**config.mk**
```make
export PLATFORM = sky130hd
export DESIGN_NAME = irq_controller
export DESIGN_NICKNAME = d
export VERILOG_FILES = /design/src/rtl/irq_controller_pkg.sv /design/src/rtl/irq_controller_sync_edge.sv /design/src/rtl/irq_controller.sv
export SDC_FILE = /design/constraint.sdc
export NUM_CORES = 1
export LEC_CHECK = 0
export CORE_ASPECT_RATIO = 1.5
export CORE_UTILIZATION = 33
export CTS_CLUSTER_DIAMETER = 100
export DETAILED_ROUTE_END_ITERATION = 8
export PLACE_DENSITY_LB_ADDON = 0.08
export SLEW_MARGIN = 20
export SYNTH_ARGS = -nofsm -noshare
export SYNTH_HDL_FRONTEND = slang
export SYNTH_SLANG_ARGS = --single-unit
```
**constraint.sdc**
```tcl
create_clock -name clk -period 1.85 [get_ports clk]
set_clock_uncertainty 0.1 [all_clocks]
set_input_delay 0.37 -clock clk [delete_from_list [all_inputs] [get_ports clk]]
set_output_delay 0.37 -clock clk [all_outputs]
set_load 0.01 [all_outputs]
```
**src/rtl/irq_controller_pkg.sv**
```systemverilog
// Shared definitions for the interrupt controller: bus map offsets and FSM encodings.
package irq_controller_pkg;

   localparam logic [63:0] IRQ_BASE  = 64'h0000_0000_0000_3000;
   localparam logic [1:0]  IRQ_PEND  = 2'd0;
   localparam logic [1:0]  IRQ_EN    = 2'd1;
   localparam logic [1:0]  IRQ_CLAIM = 2'd2;
   localparam logic [1:0]  IRQ_GIE   = 2'd3;

   typedef enum logic [1:0] {
      ST_IDLE   = 2'd0,
      ST_ASSERT = 2'd1,
      ST_DRAIN  = 2'd2
   } irq_state_t;

endpackage

```
**src/rtl/irq_controller_sync_edge.sv**
```systemverilog
// Per-source synchroniser: delivers the synced level and a one-cycle registered rise pulse.
module irq_sync_edge
   import irq_controller_pkg::*;
#(
   parameter int SYNC_STAGES = 2
) (
   input  logic clk,
   input  logic reset,
   input  logic irq_in,
   output logic level,
   output logic rise
);

   logic [SYNC_STAGES-1:0] sync_reg;
   logic                   prev_reg;
   logic                   rise_reg;

   always_ff @(posedge clk or posedge reset) begin
      if (reset) begin
         sync_reg <= '0;
         prev_reg <= 1'b0;
         rise_reg <= 1'b0;
      end else begin
         sync_reg <= {sync_reg[SYNC_STAGES-2:0], irq_in};
         prev_reg <= sync_reg[SYNC_STAGES-1];
         rise_reg <= sync_reg[SYNC_STAGES-1] & ~prev_reg;
      end
   end

   assign level = sync_reg[SYNC_STAGES-1];
   assign rise  = rise_reg;

endmodule

```
**src/rtl/irq_controller.sv**
```systemverilog
// Fixed-priority interrupt controller: latches one vector for the core and holds it until acked.
module irq_controller
   import irq_controller_pkg::*;
#(
   parameter int                 NUM_SRC     = 4,
   parameter int                 VEC_W       = 4,
   parameter logic [NUM_SRC-1:0] EDGE_MASK   = {NUM_SRC{1'b1}},
   parameter int                 SYNC_STAGES = 2
) (
   input  logic               clk,
   input  logic               reset,
   input  logic [NUM_SRC-1:0] irq_src,
   input  logic               sel,
   input  logic [1:0]         reg_addr,
   input  logic [63:0]        bus_write_data,
   input  logic               bus_write_enable,
   input  logic               bus_read_enable,
   output logic [63:0]        bus_read_data,
   output logic [VEC_W-1:0]   interrupt_vector,
   input  logic               interrupt_ack,
   output logic               irq_pending_any
);

   genvar gi;

   logic [NUM_SRC-1:0] s_level;
   logic [NUM_SRC-1:0] s_rise;
   logic [NUM_SRC-1:0] pending_reg;
   logic [NUM_SRC-1:0] pending_next;
   logic [NUM_SRC-1:0] enable_reg;
   logic               gie_reg;
   irq_state_t         state_reg;
   logic [NUM_SRC-1:0] w1c_mask;
   logic [NUM_SRC-1:0] ack_clr;
   logic               wr_hit;
   logic               rd_hit;
   logic               irq_ready;
   logic               claim_done;
   logic               unused_wdata;

   function automatic logic [VEC_W-1:0] prio_vec(input logic [NUM_SRC-1:0] req);
      prio_vec = '0;
      for (int i = NUM_SRC - 1; i >= 0; i--) begin
         if (req[i]) prio_vec = VEC_W'(i + 1);
      end
   endfunction

   generate
      for (gi = 0; gi < NUM_SRC; gi++) begin : g_sync
         irq_sync_edge #(.SYNC_STAGES(SYNC_STAGES)) u_sync (
            .clk    (clk),
            .reset  (reset),
            .irq_in (irq_src[gi]),
            .level  (s_level[gi]),
            .rise   (s_rise[gi])
         );
      end
   endgenerate

   assign wr_hit       = sel & bus_write_enable;
   assign rd_hit       = sel & bus_read_enable;
   assign irq_ready    = gie_reg & |(pending_reg & enable_reg);
   assign claim_done   = (state_reg == ST_ASSERT) & interrupt_ack;
   assign w1c_mask     = (wr_hit && reg_addr == IRQ_PEND) ? bus_write_data[NUM_SRC-1:0] : '0;
   assign unused_wdata = ^bus_write_data[63:NUM_SRC];

   // Edge sources: a fresh rise beats any clear landing in the same cycle.
   generate
      for (gi = 0; gi < NUM_SRC; gi++) begin : g_pend
         assign ack_clr[gi] = claim_done & (interrupt_vector == VEC_W'(gi + 1));
         if (EDGE_MASK[gi]) begin : g_edge
            assign pending_next[gi] = s_rise[gi] | (pending_reg[gi] & ~(w1c_mask[gi] | ack_clr[gi]));
         end else begin : g_level
            assign pending_next[gi] = s_level[gi];
         end
      end
   endgenerate

   always_ff @(posedge clk or posedge reset) begin
      if (reset) begin
         pending_reg     <= '0;
         enable_reg      <= '0;
         gie_reg         <= 1'b0;
         irq_pending_any <= 1'b0;
         bus_read_data   <= '0;
      end else begin
         pending_reg     <= pending_next;
         irq_pending_any <= |(pending_reg & enable_reg);
         if (wr_hit && reg_addr == IRQ_EN)  enable_reg <= bus_write_data[NUM_SRC-1:0];
         if (wr_hit && reg_addr == IRQ_GIE) gie_reg    <= bus_write_data[0];
         if (rd_hit) begin
            case (reg_addr)
               IRQ_PEND:  bus_read_data <= 64'(pending_reg);
               IRQ_EN:    bus_read_data <= 64'(enable_reg);
               IRQ_CLAIM: bus_read_data <= 64'(interrupt_vector);
               default:   bus_read_data <= 64'(gie_reg);
            endcase
         end
      end
   end

   // DRAIN keeps a long ack from the slower core clock from claiming a second source.
   always_ff @(posedge clk or posedge reset) begin
      if (reset) begin
         state_reg        <= ST_IDLE;
         interrupt_vector <= '0;
      end else begin
         case (state_reg)
            ST_IDLE: begin
               if (irq_ready && !interrupt_ack) begin
                  state_reg        <= ST_ASSERT;
                  interrupt_vector <= prio_vec(pending_reg & enable_reg);
               end
            end
            ST_ASSERT: begin
               if (interrupt_ack) begin
                  state_reg        <= ST_DRAIN;
                  interrupt_vector <= '0;
               end
            end
            ST_DRAIN: begin
               if (!interrupt_ack) state_reg <= ST_IDLE;
            end
            default: begin
               state_reg        <= ST_IDLE;
               interrupt_vector <= '0;
            end
         endcase
      end
   end

endmodule

```
# Yosys cells after proc, flatten, opt, wreduce, memory -nomap -nowiden
# Index checks and enable logic that the tools add are counted.
# Widths: inputs -> output; s select.
[op_classes] n_reduce_logical=10 n_mux=13 bitwise_logic=34 eq_ne=12
[op_table] op="$mux 4" count=6
[op_table] op="$pmux 4 s3" count=2
[op_table] op="$and 1x1->1" count=16
[op_table] op="$not 1->1" count=9
[op_table] op="$eq 4x2->1 const B" count=2
[op_table] op="$or 1x1->1" count=8
[op_table] op="$eq 2x2->1 const B" count=3
[op_table] op="$mux 2" count=3
[op_table] op="$ne 2x2->1 const B" count=3
[op_table] op="$pmux 2 s3" count=1
[op_table] op="$reduce_and 3->1" count=2
[op_table] op="$and 4x4->4" count=1
[op_table] op="$eq 2x1->1 const B" count=2
[op_table] op="$eq 4x1->1 const B" count=1
[op_table] op="$eq 4x3->1 const B" count=1
[op_table] op="$logic_and 1x1->1" count=4
[op_table] op="$logic_not 2->1" count=2
[op_table] op="$reduce_or 4->1" count=1
[op_table] op="$mux 3" count=1
[op_table] op="$logic_not 1->1" count=1
[word_totals] in_bits=76 register_bits=96

# Logic depth before layout (Yosys ltp)
# Gate-level depths: netlist (run 1).
[depth] word_depth=7 mapped_depth=5 depth_no_buf=4

# By module
# A second synthesis (run 1) with hierarchy kept.
[unflattened] hier_cells=170 area_unflattened_um2=1893.1
[by_module_without_submodules] mod="irq_controller" area_each_um2=1422.6 seq_area_each_um2=475.5 instances=1 cells_each=146
[by_module_without_submodules] mod="irq_sync_edge" area_each_um2=117.6 seq_area_each_um2=100.1 instances=4 cells_each=6

# Worst setup path before layout (run 1)
# Ideal clock, no wire load.
[synth_path] path_kind="flip-flop to flip-flop" start="register pending_reg[1]" end="register interrupt_vector[0]" path_slack_ns=0.332 setup_ns=0.125 required_ns=1.625 arrival_ns=1.293 stages_incl_launch_ff=5 path_cell_list="dfrtp_1 a22oi_4 nand3_2 a21oi_1 mux2_2"
[synth_via] elab_chain_len=6
[synth_lines] item="start: declaration" line_no="irq_controller.sv:28" text="logic [NUM_SRC-1:0] pending_reg;"
[synth_lines] item="start signal: assignment" line_no="irq_controller.sv:87" text="pending_reg <= pending_next;"
[synth_lines] item="$and 4x4->4 *" line_no="irq_controller.sv:62, irq_controller.sv:112"
[synth_lines] item="$reduce_or 4->1" line_no="irq_controller.sv:62" text="assign irq_ready = gie_reg & |(pending_reg & enable_reg);"
[synth_lines] item="$and 1x1->1" line_no="irq_controller.sv:62"
[synth_lines] item="$logic_and 1x1->1" line_no="irq_controller.sv:110" text="if (irq_ready && !interrupt_ack) begin"
[synth_lines] item="$ne 2x2->1 (no source line)"
[synth_lines] item="$reduce_and 3->1 (no source line)"
[synth_lines] item="end signal: assignment" line_no="irq_controller.sv:112" text="interrupt_vector <= prio_vec(pending_reg & enable_reg);"
[synth_lines] item="end: declaration" line_no="irq_controller.sv:19" text="output logic [VEC_W-1:0] interrupt_vector,"
# Every way passes the cells marked *; elsewhere a longest branch is shown, timed or not. The select of a mux whose other input is x is not followed.
# A chain may end at the register's enable or synchronous reset.

# Worst setup path after layout (run 1)
[layout_path] start="register interrupt_vector[0]" end="output interrupt_vector[0]"
# No word-level cell between the ends.

==> results of run 1 <==
-- synth_stat cells, drive strengths merged, types with 2 or more instances --
library cell / instances / share of area (%)
buf: 63 / 26
dfrtp: 35 / 48
nand2: 13 / 2.7
mux2: 9 / 5.5
nor2: 5 / 1.0
nor2b: 5 / 1.7
a21oi: 4 / 1.1
a31o: 4 / 1.9
mux2i: 3 / 1.6
nand3b: 3 / 1.2
nor3: 3 / 0.82
inv: 2 / 0.41
nand3: 2 / 0.82
o21ai: 2 / 0.55
-- final timing paths --
check	slack, ns	end	cells past startpoint	start
min reg2reg	0.25	g_sync[3].u_sync.sync_reg[1]	0	g_sync[3].u_sync.sync_reg[0]
min	0.25	g_sync[3].u_sync.sync_reg[1]	0	g_sync[3].u_sync.sync_reg[0]
max in group asynchronous	0.93	interrupt_vector[2]	3	reset
max	0.06	interrupt_vector[0]	1	interrupt_vector[0]
max reg2reg	0.17	interrupt_vector[2]	4	pending_reg[1]
min in group asynchronous	0.38	g_sync[0].u_sync.sync_reg[0]	3	reset
-- per-layer routing --
metal | up-vias | GRT usage (%) | part of all wire, %
met5 | - | 0 | 0
met4 | 0 | 4.65 | 1.8
met3 | 5 | 3.54 | 6.5
met2 | 57 | 20.2 | 55
met1 | 495 | 11.2 | 37
li1 | 495 | - | -
-- cell type report --
type,instances,area (um2),area share [%]
Clock inverter,3,15.0,0.736
Inverter,2,7.51,0.368
Tap cell,68,85.1,4.17
Sequential cell,35,878,43.0
Multi-Input combinational cell,126,703,34.5
Timing Repair Buffer,30,283,13.9
Clock buffer,5,68.8,3.37
-- logic make-up after synthesis --
family | share of synthesized area [%]
DFF | 47.9
other | 0.205
buffers and inverters | 26.0
and+or+nand+nor | 11.1
AOI/OAI and AO/OA | 5.95
xor gates and xnor gates | 0.479
muxes | 8.41
-- through the flow --
| step | cells | cell area, um2 | utilization [%] |
|---|---|---|---|
| floorplan | 226 | 2050 | - |
| global placement | 261 | 1950 | 37.3 |
| detailed placement | 261 | 1950 | 37.3 |
| CTS | 269 | 2040 | 38.9 |
| global route | 269 | 2040 | 38.9 |
| finish | 269 | 2040 | 38.9 |
-- power groups by stage --
stage | Combinational (mW) | Clock (mW) | Sequential, mW
finish | 0.526 | 0.525 | 1.02
global route | 0.578 | 0.587 | 1.05
CTS | 0.531 | 0.551 | 1.02
detailed placement | 0.530 | 0 | 1.04
global placement | 0.518 | 0 | 1.03
floorplan | 0.396 | 0 | 1.02
-- worst register-to-register path: stages, from the launching register on --
cell	delay, ns
dfrtp_1	0.44
a22oi_4	0.25
nand3_2	0.12
a21oi_1	0.29
mux2_2	0.38
-- repair_timing --
action / 4_1_cts / 5_1_grt
setup endpoints to repair: 0 / 2
hold endpoints to repair: 0 / 0
resized for setup: 0 / 2
==> out/metrics.yaml, run 1 <==
detail_route.first_pass.iterations: 4
clkSlewWorstSetupHoldPaths_ns: 0.07
hold_path_class: "reg2reg"
root_buffer: "clkbuf_8"
setup_viol: 0
pwr-share-comb_pct: 25.3
critPathSlowestCell: "clkdlybuf4s50_1"
syn-cell-area_mm2: 0.00183
fin_crit_sh_pct: 96.7
grt_start_max_net_pins: 36
die_h_um: 93.2
antenna_found_initial: 0
yosysWarnings: 0
layout_common_cells: "conb_1 (61), dfrtp_1 (33), clkdlybuf4s50_1 (23), nand2_1 (13), mux2_2 (9)"
final_nets: 276
syn2layout_area_growth_pct: 11.6
drv_slew: 0
grt_usage_pct: 11.0
dr.first_iter.drc_count: 28
ys_seq_area_share_pct: 47.9
path_buf_inv: 1
ys_ff_latch: 35
crit_path_end_kind: "output port"
start_util_pct: 34.9
rows: 32
numCtsBuffers: 5
status: "finished clean"
p_per_area_mw_per_mm2: 1020
p_leak_nw: 0.955
diodes: 0
synthDistinctLibCells: 30
dp_hpwl_mm: 2.29
num_io_pins: 145
p_int_mw: 1.43
ant_nets: 0
report.power.total_mw: 2.08
max_cap_violations: 0
wl_per_cell_um: 11.2
cpPeakStageDelay_ns: 0.58
route.detailed.drc: 0
crit_chain: "clkdlybuf4s50_1"
core_area_mm2: 0.00525
worst_ep_required_time_ns: 1.38
clockPowerShare_pct: 25.3
num_vias: 1052
layout-drive-gt1-share_pct: 15.9
place_worst_setup_slack_ns: -0.115
die_x_um: 62.8
pwr-share-seq_pct: 49.4
tns_ns: 0
whs_ns: 0.249
fillCellCount: 545
vias_per_cell: 3.91
switching_share_pct: 31.0
overflow: 0
port_buffers: 23
vdd_drop_max_uv: 428
synthFlopType: "dfrtp_1"
crit_family: "buffers and inverters"
clk_path_buf_depth: 2
grt_setup_unrepaired: "no"
finalHoldViolCount: 0
final_common_cell: "conb_1"
setup_slack_ns: 0.0608
cts_setup_buffers: 0
largest_reg_flops: 8
period_minus_slack_ns: 1.79
ctsHoldBuffers: 0
clock-sinks: 35
die_area_mm2: 0.00585
htreeDepth: 2
place_congestion: 0.758
p_switching_mw: 0.643
cts_tree: "done"
routed_wl_mm: 3.00
synth-edff-count: 0
crit_arrival_ns: 1.32
critical_path.max_fanout: 6
max_freq_mhz: 559
grt_pass1_wl_mm: 4.86
criticalPathCategory: "reg2out"
synth_cells: 166
grt_pass1_vias: 1052
startpoint_type: "register"
clkLatencyLatePin_ns: 0.28
post_synth.cell_area_avg_um2: 11.0
synthArstFlopShare_pct: 100
Note: power is estimated with default switching activity, not from simulation.
==> run 2, diff against run 1 <==
ABC_CLOCK_PERIOD_IN_PS = 1850   (was unset)
CAP_MARGIN = 20   (was unset)
SETUP_SLACK_MARGIN = 0.15   (was unset)
==> run 2 against run 1 <==
Against the previous run:
- clock power about the same
- sequential share of layout area down 0.67 points
- critical path depth unchanged
- critical path type unchanged
- total power up 1.9%
- combinational power up 14%
- register-to-register slack better by 0.08 ns
- routed wire length up 0.53%
==> out/metrics.yaml, run 2 (same netlist as run 1, synthesis figures left out) <==
overflow: 0
layout_common_cells: "conb_1 (61), dfrtp_1 (32), clkdlybuf4s50_1 (20), nand2_1 (13), buf_4 (10)"
final_nets: 279
grt_setup_unrepaired: "no"
p_per_area_mw_per_mm2: 1020
r2r-end: "interrupt_vector[2]"
min_path_cells: 0
setup_slack_ns: 0.197
status: "finished clean"
critical_path.max_fanout: 2
place_worst_setup_slack_ns: -0.115
criticalPathCategory: "reg2out"
cpPeakStageDelay_ns: 0.53
p_leak_nw: 1.01
max_freq_mhz: 605
num_vias: 1073
r2r_start: "pending_reg[1]"
path_buf_inv: 1
grt_pass1_vias: 1073
period_minus_slack_ns: 1.65
cts_tree: "done"
finalHoldViolCount: 0
crit_path_end_kind: "output port"
clkLatencyLatePin_ns: 0.28
port_buffers: 23
clkSlewWorstSetupHoldPaths_ns: 0.07
place_congestion: 0.758
htreeDepth: 2
rows: 32
route.detailed.drc: 0
ff2ff_path_depth: 4
final_common_cell: "conb_1"
final_core_util_pct: 39.6
hold_start: "g_sync[3].u_sync.sync_reg[0]"
vias_per_cell: 3.94
worstSetupPathDepth: 1
fin_crit_sh_pct: 89.3
final_cells: 272
start_util_pct: 34.9
report.power.total_mw: 2.11
grt_usage_pct: 11.1
detail_route.first_pass.iterations: 3
grt_start_max_net_pins: 36
vdd_drop_max_uv: 428
root_buffer: "clkbuf_8"
die_area_mm2: 0.00585
numCtsBuffers: 5
wl_per_cell_um: 11.1
dp_hpwl_mm: 2.29
routed_wl_mm: 3.02
whs_ns: 0.249
dpl.cell_count: 261
max_cap_violations: 0
crit_family: "buffers and inverters"
drv_slew: 0
postPlaceCellArea_mm2: 0.00195
startpoint_type: "register"
layout-drive-gt1-share_pct: 18.1
antenna_found_initial: 0
setup_viol: 0
hold_path_class: "reg2reg"
dr.first_iter.drc_count: 27
num_io_pins: 145
final_area_mm2: 0.00208
rrSetupSlack_ns: 0.25
worst_ep_required_time_ns: 1.38
syn2layout_area_growth_pct: 13.5
ant_nets: 0
clock-sinks: 35
grt_pass1_wl_mm: 4.89
die_h_um: 93.2
largest_reg_flops: 8
diodes: 0
crit_chain: "clkdlybuf4s50_1"
die_x_um: 62.8
clk_path_buf_depth: 2
crit_arrival_ns: 1.18
critPathSlowestCell: "clkdlybuf4s50_1"
core_area_mm2: 0.00525
worstHoldEndpoint: "g_sync[3].u_sync.sync_reg[1]"
tns_ns: 0
## run 2: changes by cell type in the layout (fill, tap and decap cells not counted)
cell / before / now
buf_4: 7 / 10
a21oi_1: 4 / 3
dlymetal6s2s_1: 0 / 3
clkdlybuf4s50_1: 23 / 20
dfrtp_2: 2 / 3
a21oi_2: 0 / 1
dfrtp_1: 33 / 32
## run 2: metal layers
| metal | part of all wire, % | up-vias | GRT usage [%] |
|---|---|---|---|
| li1 | - | 501 | - |
| met5 | 0 | - | 0 |
| met3 | 6.6 | 5 | 3.66 |
| met2 | 56 | 57 | 20.5 |
| met4 | 1.8 | 0 | 4.84 |
| met1 | 36 | 510 | 11.1 |
## run 2: what timing repair did
action | 4_1_cts | 5_1_grt
resized for setup | 3 | 4
hold endpoints to repair | 0 | 0
setup endpoints to repair | 3 | 8
hold buffers | 0 | 0
buffers inserted | 3 | 0
## run 2: worst max path at each step
stage / endpoint / startpoint / slack [ns]
6_report: interrupt_vector[0] / interrupt_vector[0] / 0.20
5_1_grt: pending_reg[1] / reg_addr[1] / 0.15
4_1_cts: pending_reg[0] / interrupt_ack / 0.15
3_5_place_dp: pending_reg[0] / interrupt_ack / -0.11
3_3_place_gp: pending_reg[0] / interrupt_ack / -0.1
2_1_floorplan: interrupt_vector[0] / pending_reg[1] / 0.33
## run 2: layout make-up
class                      count  area, um2
fill                         539       3170
multi-input combinational    126        707
tap                           68       85.1
inverter                       2       7.51
clock inverter                 3       15.0
sequential                    35        880
timing repair buffer          33        313
clock buffer                   5       68.8
## run 2: power by group
part | total [mW] | internal (mW) | leakage [nW] | switching, mW
registers | 0.990 | 0.892 | 0.411 | 0.0983
logic | 0.602 | 0.315 | 0.551 | 0.286
clock network | 0.523 | 0.257 | 0.0477 | 0.265
total | 2.11 | 1.46 | 1.01 | 0.650
